File: src/rtl/core_div_pkg.sv
// Shared divider definitions: datapath width, opcode encodings and the
// result-stage state type.
package core_div_pkg;

  localparam int XLEN = 64;
  localparam int HALF = XLEN / 2;

  localparam logic [1:0] DIV  = 2'b00;
  localparam logic [1:0] DIVU = 2'b01;
  localparam logic [1:0] REM  = 2'b10;
  localparam logic [1:0] REMU = 2'b11;

  // Word forms: {isword, control}
  localparam logic [2:0] DIVW  = {1'b1, DIV};
  localparam logic [2:0] DIVUW = {1'b1, DIVU};
  localparam logic [2:0] REMW  = {1'b1, REM};
  localparam logic [2:0] REMUW = {1'b1, REMU};

  typedef enum logic [1:0] {IDLE, BUSY, HOLD} div_out_state_t;

endpackage

File: src/rtl/core_div_out_fix.sv
// Sign correction of an unsigned divider magnitude, with word-result
// sign extension from bit HALF-1.
module core_div_out_fix
  import core_div_pkg::*;
(
  input  logic [XLEN-1:0] mag,
  input  logic            neg,
  input  logic            isword,
  output logic [XLEN-1:0] res
);

  logic [XLEN-1:0] corr;

  // NOTE: every variable is assigned on every path, so no latch is inferred.
  always_comb begin
    corr = neg ? (~mag + XLEN'(1)) : mag;
    res  = isword ? {{HALF{corr[HALF-1]}}, corr[HALF-1:0]} : corr;
  end

endmodule

File: src/rtl/core_div_out.sv
// Divider back end: captures signedness context at issue, conditions the
// core's magnitudes into the architectural result, handshakes to writeback.
module core_div_out
  import core_div_pkg::*;
(
  input  logic            i_clk,
  input  logic            i_rst_n,
  input  logic            i_div_out_start,
  input  logic [XLEN-1:0] i_div_out_srcA,
  input  logic [XLEN-1:0] i_div_out_srcB,
  input  logic [1:0]      i_div_out_control,
  input  logic            i_div_out_isword,
  input  logic            i_div_out_flush,
  input  logic            i_div_out_done,
  input  logic [XLEN-1:0] i_div_out_quotient,
  input  logic [XLEN-1:0] i_div_out_remainder,
  input  logic            i_div_out_ready,
  output logic            o_div_out_busy,
  output logic            o_div_out_valid,
  output logic [XLEN-1:0] o_div_out_result
);

  div_out_state_t  state;
  logic [1:0]      ctl_q;
  logic            isword_q, sa_q, sb_q, dz_q, ovf_q;
  logic [XLEN-1:0] dividend_q, core_res_q;
  logic            valid_q, busy_q;

  // Issue-time decode of the raw operands
  logic [HALF-1:0] a_lo, b_lo;
  logic            signed_d, sa_d, sb_d, dz_d, ovf_d;
  logic [XLEN-1:0] dividend_d;

  always_comb begin
    a_lo       = i_div_out_srcA[HALF-1:0];
    b_lo       = i_div_out_srcB[HALF-1:0];
    signed_d   = (i_div_out_control == DIV) || (i_div_out_control == REM);
    sa_d       = i_div_out_isword ? a_lo[HALF-1] : i_div_out_srcA[XLEN-1];
    sb_d       = i_div_out_isword ? b_lo[HALF-1] : i_div_out_srcB[XLEN-1];
    dividend_d = i_div_out_isword ? {{HALF{a_lo[HALF-1]}}, a_lo} : i_div_out_srcA;
    dz_d       = i_div_out_isword ? (b_lo == '0) : (i_div_out_srcB == '0);
    if (i_div_out_isword)
      ovf_d = signed_d && (a_lo == {1'b1, {(HALF-1){1'b0}}}) && (b_lo == '1);
    else
      ovf_d = signed_d && (i_div_out_srcA == {1'b1, {(XLEN-1){1'b0}}})
                       && (i_div_out_srcB == '1);
  end

  // Sign-correction flags derived from the captured context
  logic            is_rem, signed_q, neg_quo, neg_rem;
  logic [XLEN-1:0] fix_res, special_res;

  assign is_rem   = (ctl_q == REM) || (ctl_q == REMU);
  assign signed_q = (ctl_q == DIV) || (ctl_q == REM);
  assign neg_quo  = signed_q & (sa_q ^ sb_q);
  assign neg_rem  = signed_q & sa_q;

  core_div_out_fix u_fix (
    .mag    (is_rem ? i_div_out_remainder : i_div_out_quotient),
    .neg    (is_rem ? neg_rem : neg_quo),
    .isword (isword_q),
    .res    (fix_res)
  );

  // Special results come purely from captured registers, so they are ready
  // the cycle after issue without any input-to-output path.
  always_comb begin
    if (dz_q) special_res = is_rem ? dividend_q : '1;
    else      special_res = is_rem ? '0 : dividend_q;
  end

  assign o_div_out_result = (dz_q | ovf_q) ? special_res : core_res_q;
  assign o_div_out_valid  = valid_q;
  assign o_div_out_busy   = busy_q;

  // NOTE: all state uses non-blocking assignments so every register samples
  // pre-edge values.
  always_ff @(posedge i_clk or negedge i_rst_n) begin
    if (!i_rst_n) begin
      state      <= IDLE;
      ctl_q      <= '0;
      isword_q   <= 1'b0;
      sa_q       <= 1'b0;
      sb_q       <= 1'b0;
      dz_q       <= 1'b0;
      ovf_q      <= 1'b0;
      dividend_q <= '0;
      core_res_q <= '0;
      valid_q    <= 1'b0;
      busy_q     <= 1'b0;
    end else if (i_div_out_flush) begin
      state   <= IDLE;
      valid_q <= 1'b0;
      busy_q  <= 1'b0;
    end else begin
      case (state)
        IDLE: if (i_div_out_start) begin
          ctl_q      <= i_div_out_control;
          isword_q   <= i_div_out_isword;
          sa_q       <= sa_d;
          sb_q       <= sb_d;
          dz_q       <= dz_d;
          ovf_q      <= ovf_d;
          dividend_q <= dividend_d;
          busy_q     <= 1'b1;
          if (dz_d || ovf_d) begin
            state   <= HOLD;
            valid_q <= 1'b1;
          end else begin
            state <= BUSY;
          end
        end
        BUSY: if (i_div_out_done) begin
          core_res_q <= fix_res;
          state      <= HOLD;
          valid_q    <= 1'b1;
        end
        HOLD: if (i_div_out_ready) begin
          state   <= IDLE;
          valid_q <= 1'b0;
          busy_q  <= 1'b0;
        end
        default: begin
          state   <= IDLE;
          valid_q <= 1'b0;
          busy_q  <= 1'b0;
        end
      endcase
    end
  end

endmodule

File: config.mk
export PLATFORM = sky130hd
export DESIGN_NAME = core_div_out
export DESIGN_NICKNAME = d
export VERILOG_FILES = /design/src/rtl/core_div_pkg.sv /design/src/rtl/core_div_out_fix.sv /design/src/rtl/core_div_out.sv
export SDC_FILE = /design/constraint.sdc
export NUM_CORES = 1
export LEC_CHECK = 0
export ABC_CLOCK_PERIOD_IN_PS = 4200
export BUFFER_PORTS_ARGS = -buffer_cell sky130_fd_sc_hd__buf_2
export CORE_ASPECT_RATIO = 0.75
export CORE_MARGIN = 1
export CORE_UTILIZATION = 46
export DETAILED_ROUTE_END_ITERATION = 10
export GPL_ROUTABILITY_DRIVEN = 0
export PLACE_DENSITY = 0.81
export SYNTH_ARGS = -nofsm -noshare
export SYNTH_HDL_FRONTEND = slang
export SYNTH_HIERARCHICAL = 1
export SYNTH_SLANG_ARGS = --single-unit
File: constraint.sdc
create_clock -name i_clk -period 4.2 [get_ports i_clk]
set_clock_uncertainty 0.05 [all_clocks]
set_input_delay 0.42 -clock i_clk [delete_from_list [all_inputs] [get_ports i_clk]]
set_output_delay 0.42 -clock i_clk [all_outputs]
set_load 0.05 [all_outputs]
# Word-level counts from Yosys, hierarchy flattened
# Index checks and enable logic that the tools add are counted.
# word_totals
ff_bits	139
in_bits	265
word_cells	78
# op_classes
add_sub_neg	1
eq_ne	14
muxes	28
bitwise	6
reduce_logical	18
# op_table
cell	count
2-to-1 mux 64 bit	8
equality test 64 bit, second input constant	2
adder 64 x 1 -> 64 bit, second input constant	1
equality test 32 bit, second input constant	2
zero test 64 bit	1
inverter 64 bit	1
zero test 32 bit	1
2-to-1 mux 1 bit	12
!= test 3 bit, second input constant	4
AND reduction 3 bit	4
2-to-1 mux 2 bit	5
equality test 2 bit, second input constant	4
zero test 2 bit	3
case mux 1 bit (3 select lines)	2
case mux 2 bit (3 select lines)	1
logical AND 1 bit	4
logical OR 1 bit	4
AND reduction 4 bit	1
bitwise AND 1 bit	2
equality test 2 x 1 -> 1 bit, second input constant	1
!= test 2 bit, second input constant	1
inverter 1 bit	1
bitwise OR 1 bit	1
XOR 1 bit	1

# Longest topological paths before layout
# logic_depth
ltp_word	10
mapped_depth	13

# Modules after synthesis
# Netlist, hierarchy kept.
# by_module_without_submodules
mod	n_inst	cells_each	area_each_um2	seq_area_each_um2
core_div_out	1	765	7816.2	3453.3
core_div_out_fix	1	360	2220.9	0.0

# Worst setup path after synthesis
# Ideal clock, no wire load.
# synth_path
path_type	register to register
start	reg ctl_q[1]
end	reg core_res_q[60]
t_arrival_ns	3.672
path_slack_ns	0.350
path_stages_with_launch	12
path_buffers	4
period_less_slack_ns	3.850
cell_sequence	dfrtp_1 clkbuf_1 buf_2 mux2_2 or3_1 buf_2 or4_1 clkbuf_2 o21a_1 or3_4 or4_1 mux2_1
# synth_between
elab_chain_cells	7
elab_cells_between_ends	13
cone_classes	add/sub: 1; eq/ne: 2; mux: 4; bitwise: 3; reduce/logical: 3
# synth_lines
item	line_no	source
start: declaration	core_div_out.sv:24	logic [1:0] ctl_q;
start signal: assignment	core_div_out.sv:98	ctl_q <= i_div_out_control;
equality test 2 bit (on tied branches)	core_div_out.sv:53, core_div_out.sv:54	
logical OR 1 bit	core_div_out.sv:53	assign is_rem = (ctl_q == REM) || (ctl_q == REMU);
2-to-1 mux 64 bit	core_div_out.sv:59	.mag (is_rem ? i_div_out_remainder : i_div_out_quotient),
inverter 64 bit	core_div_out_fix.sv:16	corr = neg ? (~mag + XLEN'(1)) : mag;
adder 64 x 1 -> 64 bit	core_div_out_fix.sv:16	
2-to-1 mux 64 bit *	core_div_out_fix.sv:16	
2-to-1 mux 64 bit *	core_div_out_fix.sv:17	res = isword ? {{HALF{corr[HALF-1]}}, corr[HALF-1:0]} : corr;
net fix_res[60]	core_div_out.sv:51	logic [XLEN-1:0] fix_res, special_res;
end signal: assignment	core_div_out.sv:114	core_res_q <= fix_res;
end: declaration	core_div_out.sv:26	logic [XLEN-1:0] dividend_q, core_res_q;
# Mark *: on every way through the listed nets, which the timed path passes. The rest lies on a longest branch.
# A chain may end at the register's enable or synchronous reset.

# Worst setup path in the final report
# layout_path
start	reg ctl_q[1]
end	reg core_res_q[44]
# The elaborated chain is that of the path after synthesis.

==> results by group <==
Power
  • Power per unit of standard cell area: 651 nW/um^2
  • Switching share of power: 48.2%
  • Sw power: 3.92 mW
  • Cell-internal power: 4.22 mW
  • Clk network pwr share: 18.5%
  • Power share of the sequential group: 29.1%
  • Portion of total power attributed to combinational logic: 52.4%
  • Lkg Pwr: 5.22 nW
  • Peak VDD IR: 0.546 mV

Logic synthesis
  • Yosys cell types: 56
  • Ranking of synthesized cells by area: sky130_fd_sc_hd__dfrtp_1, sky130_fd_sc_hd__mux2_2, sky130_fd_sc_hd__mux2_1
  • Most common flop cell mapped by yosys: sky130_fd_sc_hd__dfrtp_1
  • Netlist area before placement: 10,000 sq um
  • Synth Net Count: 1,391
  • Number of register bits inferred by synthesis: 138
  • Synthesized area per cell: 8.92 sq um
  • Share of the synthesized area in the top cell type: 34.4%
  • Synth warnings: 6
  • Number of enable-type register cells in the synthesized netlist: 0
  • Cell type with the highest aggregate area in the netlist: sky130_fd_sc_hd__dfrtp_1
  • Share of async-settable or async-resettable flops after synthesis: 100%
  • Sequential fraction of the synthesis area: 34.4%
  • Synth Instances: 1,125

Drt
  • Met3 Routed Length: 3.50 mm
  • ANT nets after route: 0
  • Final routed DRC violation total: 0
  • Routed length on met2: 15.1 mm
  • Sum of routed wire length over all layers: 35.4 mm
  • Vias after detailed routing: 10,700
  • Mean routed wirelength per cell: 20.7 um
  • Uppermost layer routed: met4
  • Wl on met1: 16.0 mm
  • Initial drt markers: 1,800
  • Post-detailed-route via-to-cell ratio: 6.28
  • Drt first pass iters: 6

STA
  • Total count of max-transition violations in the final report: 0
  • Count of endpoints failing hold in the final timing report: 2
  • Worst slew margin: 21.9%
  • Final worst hold slack: -0.00396 ns
  • Transition time of the tightest slew-check pin: 1.17 ns
  • Unrepaired setup endpoints after global routing: no
  • Final worst path period share: 92.9%
  • Summed negative setup slack over all endpoints: 0 ns
  • Peak clock frequency supported by timing: 0.256 GHz
  • Final setup violation count: 0
  • Final worst path period need: 3.90 ns

Setup path
  • Critical path launch point type: register
  • Critical Path Sink Type: register
  • Worst path most repeated cell: sky130_fd_sc_hd__buf_4
  • Category of the critical setup timing path: reg2reg
  • CP Buf/Inv Count: 3
  • Ordered cell list for the critical path: buf_4 > mux2_2 > inv_1 > ha_1 > nor4b_1 > buf_4 > nand3_1 > or2_1 > o311ai_0 > o211ai_1 > mux2_1
  • Worst EP required: 4.45 ns
  • Critical path fanouts, max: 42
  • Slowest cell on crit path: sky130_fd_sc_hd__dfrtp_4
  • Max incr delay on CP: 0.61 ns
  • Kind of cell adding the most delay to the critical path: simple AND/OR/NAND/NOR gates
  • Data arrival at the endpoint of the critical path: 4.15 ns

Placed design
  • HPWL after DPL: 26.6 mm
  • Number of placed cells counting well taps: 1,674
  • I/O Buffers: 330

Floorplanning
  • Die area: 22,400 sq um
  • Io pins: 331
  • Standard-cell rows: 46
  • Chip Height: 130 um
  • CORE AREA: 21,200 sq um
  • Die outline width: 173 um
  • Initial standard-cell utilization of the core: 47.3%

Cells and area
  • Area delta synth->final: 24.7%
  • Filler cells: 1,854
  • End-of-flow core utilization: 58.9%
  • N_diodes: 0
  • Multi-input gate area in the final layout: 6180 sq um
  • Most frequent standard cell in the layout excluding fill and tap cells: sky130_fd_sc_hd__buf_2
  • Final nets: 1,671
  • Highest-count cells in the layout ignoring fill and taps: sky130_fd_sc_hd__buf_2, sky130_fd_sc_hd__dfrtp_1, sky130_fd_sc_hd__a21oi_1
  • Register Area: 3460 sq um
  • Ratio of cells with drive above 1 in the final layout: 35.7%
  • Non-Filler Instances: 1,706

Clock network
  • H-tree levels: 4
  • Maximum clock path buffer count: 2
  • CTS tree: done
  • Post-CTS setup repair buffer count: 0
  • Clock buffers created by TritonCTS: 17
  • Clock Latency Late Sink: 0.42 ns
  • CTS clock-pin slew for the worst setup and hold paths: 0.06 ns
  • Number of sinks driven by the clock tree: 138
  • Cell at the root of the clock tree: sky130_fd_sc_hd__clkbuf_16

Global route
  • Grt ovf: 0
  • Overall global routing resource usage: 31.0%
  • Via count of the first global-routing pass: 9,599
  • Antenna violations before repair: 1
  • Wire length of the first global-routing pass: 54.0 mm
  • Maximum number of pins on one net before global-route repair: 130

Job
  • Count of maximum capacitance violations: 0

Outcome
  • Failing checks: hold timing
  • Outcome: finished, violations left

Worst hold path
  • Hold Crit Class: in2async
power groups by stage:
stage / Sequential, mW / Clock, mW / Combinational [mW]
after floorplan: 2.10 / 0 / 3.10
after global placement: 2.33 / 0 / 4.09
after detailed placement: 2.35 / 0 / 4.17
after CTS: 2.34 / 1.53 / 4.21
after global routing: 2.41 / 1.59 / 4.53
final: 2.37 / 1.51 / 4.27
what timing repair did:
action,CTS,global route
hold buffers,0,0
gates resized for setup,0,2
setup endpoints to repair,0,1
final timing paths:
path | endpoint | slack, ns | start | cells after the start
worst max register to register | core_res_q[44] | 0.30 | ctl_q[1] | 11
worst max-delay path | core_res_q[44] | 0.30 | ctl_q[1] | 11
max in group asynchronous | dividend_q[47] | 3.17 | i_rst_n | 2
worst min-delay path | core_res_q[11] | -0.004 | i_rst_n | 1
min in group i_clk | dividend_q[12] | 0.18 | i_div_out_srcA[12] | 2
worst min register to register | core_res_q[7] | 0.44 | core_res_q[7] | 1
worst reg2reg max path: cells and delay by family, from the launching register on:
kind | cells | cell delay, ns
AOI/OAI and AO/OA | 2 | 0.66
adders and majority gates | 1 | 0.16
buffers and inverters | 3 | 0.76
DFF | 1 | 0.61
muxes | 2 | 0.76
and+or+nand+nor | 3 | 0.77
stage by stage:
step	instance area, sq um	setup slack, ns	total power, mW
floorplan	10000	0.350	5.20
global placement	11900	0.348	6.42
detailed placement	11900	0.210	6.52
CTS	12500	0.196	8.08
global route	12500	0.0796	8.53
finish	12500	0.300	8.14
cells by family (layout without fill, tap and decap cells):
group | count (synthesis) | after routing | synth area share (%)
AOI/OAI and AO/OA | 351 | 351 | 21.4
and+or+nand+nor | 325 | 325 | 17.8
muxes | 167 | 167 | 18.7
DFF | 138 | 138 | 34.4
buffers and inverters | 107 | 400 | 4.38
xor gates and xnor gates | 36 | 36 | 3.14
adders and majority gates | 1 | 1 | 0.125
layer usage:
layer	GRT usage, %	vias up
met4	9.30	0
met5	0	-
met1	45.8	5048
met2	46.3	727
li1	-	4881
met3	5.30	64
Yosys cell counts, types with 3 or more instances:
cell type                  number
sky130_fd_sc_hd__dfrtp_1      138
sky130_fd_sc_hd__a21oi_1      134
sky130_fd_sc_hd__mux2_2        94
sky130_fd_sc_hd__o21ai_0       82
sky130_fd_sc_hd__mux2_1        70
sky130_fd_sc_hd__clkbuf_1      67
sky130_fd_sc_hd__a22oi_1       64
sky130_fd_sc_hd__nor2_1        64
sky130_fd_sc_hd__nor4_1        53
sky130_fd_sc_hd__nand4_1       49
sky130_fd_sc_hd__nand2_1       47
sky130_fd_sc_hd__xnor2_1       29
sky130_fd_sc_hd__buf_2         26
sky130_fd_sc_hd__nor3_1        21
sky130_fd_sc_hd__nand3_1       17
sky130_fd_sc_hd__o31ai_1       15
sky130_fd_sc_hd__or4_1         13
sky130_fd_sc_hd__o211ai_1      11
sky130_fd_sc_hd__or3_1         11
sky130_fd_sc_hd__inv_1          9
sky130_fd_sc_hd__nor2b_1        9
sky130_fd_sc_hd__a311o_1        8
sky130_fd_sc_hd__a211o_1        7
sky130_fd_sc_hd__or2_2          7
sky130_fd_sc_hd__xor2_1         7
sky130_fd_sc_hd__nand2b_1       6
sky130_fd_sc_hd__nor4b_1        6
sky130_fd_sc_hd__o41ai_1        5
sky130_fd_sc_hd__o31a_1         4
sky130_fd_sc_hd__a211oi_1       3
sky130_fd_sc_hd__a31oi_1        3
sky130_fd_sc_hd__and3_1         3
sky130_fd_sc_hd__buf_1          3
sky130_fd_sc_hd__mux2i_1        3
sky130_fd_sc_hd__nand4b_1       3
sky130_fd_sc_hd__nor3_2         3
sky130_fd_sc_hd__o21a_1         3
sky130_fd_sc_hd__o311ai_0       3
state kept, by name, indices dropped and copies added (netlist names):
signal and cells:
core_res_q 64, ctl_q 2, dividend_q 63, dz_q 1, isword_q 1, o_div_out_busy 1, o_div_out_valid 1, ovf_q 1
sa_q 1, sb_q 1, state 2
area by class of cell:
type                       count  share of cell area, %
multi-input combinational    880                   49.3
sequential                   138                   27.7
timing repair buffer         359                   15.1
clock buffer                  21                   3.60
tap                          288                   2.88
clock inverter                11                   1.17
inverter                       9                  0.270
(Power assumes the default switching activity.)
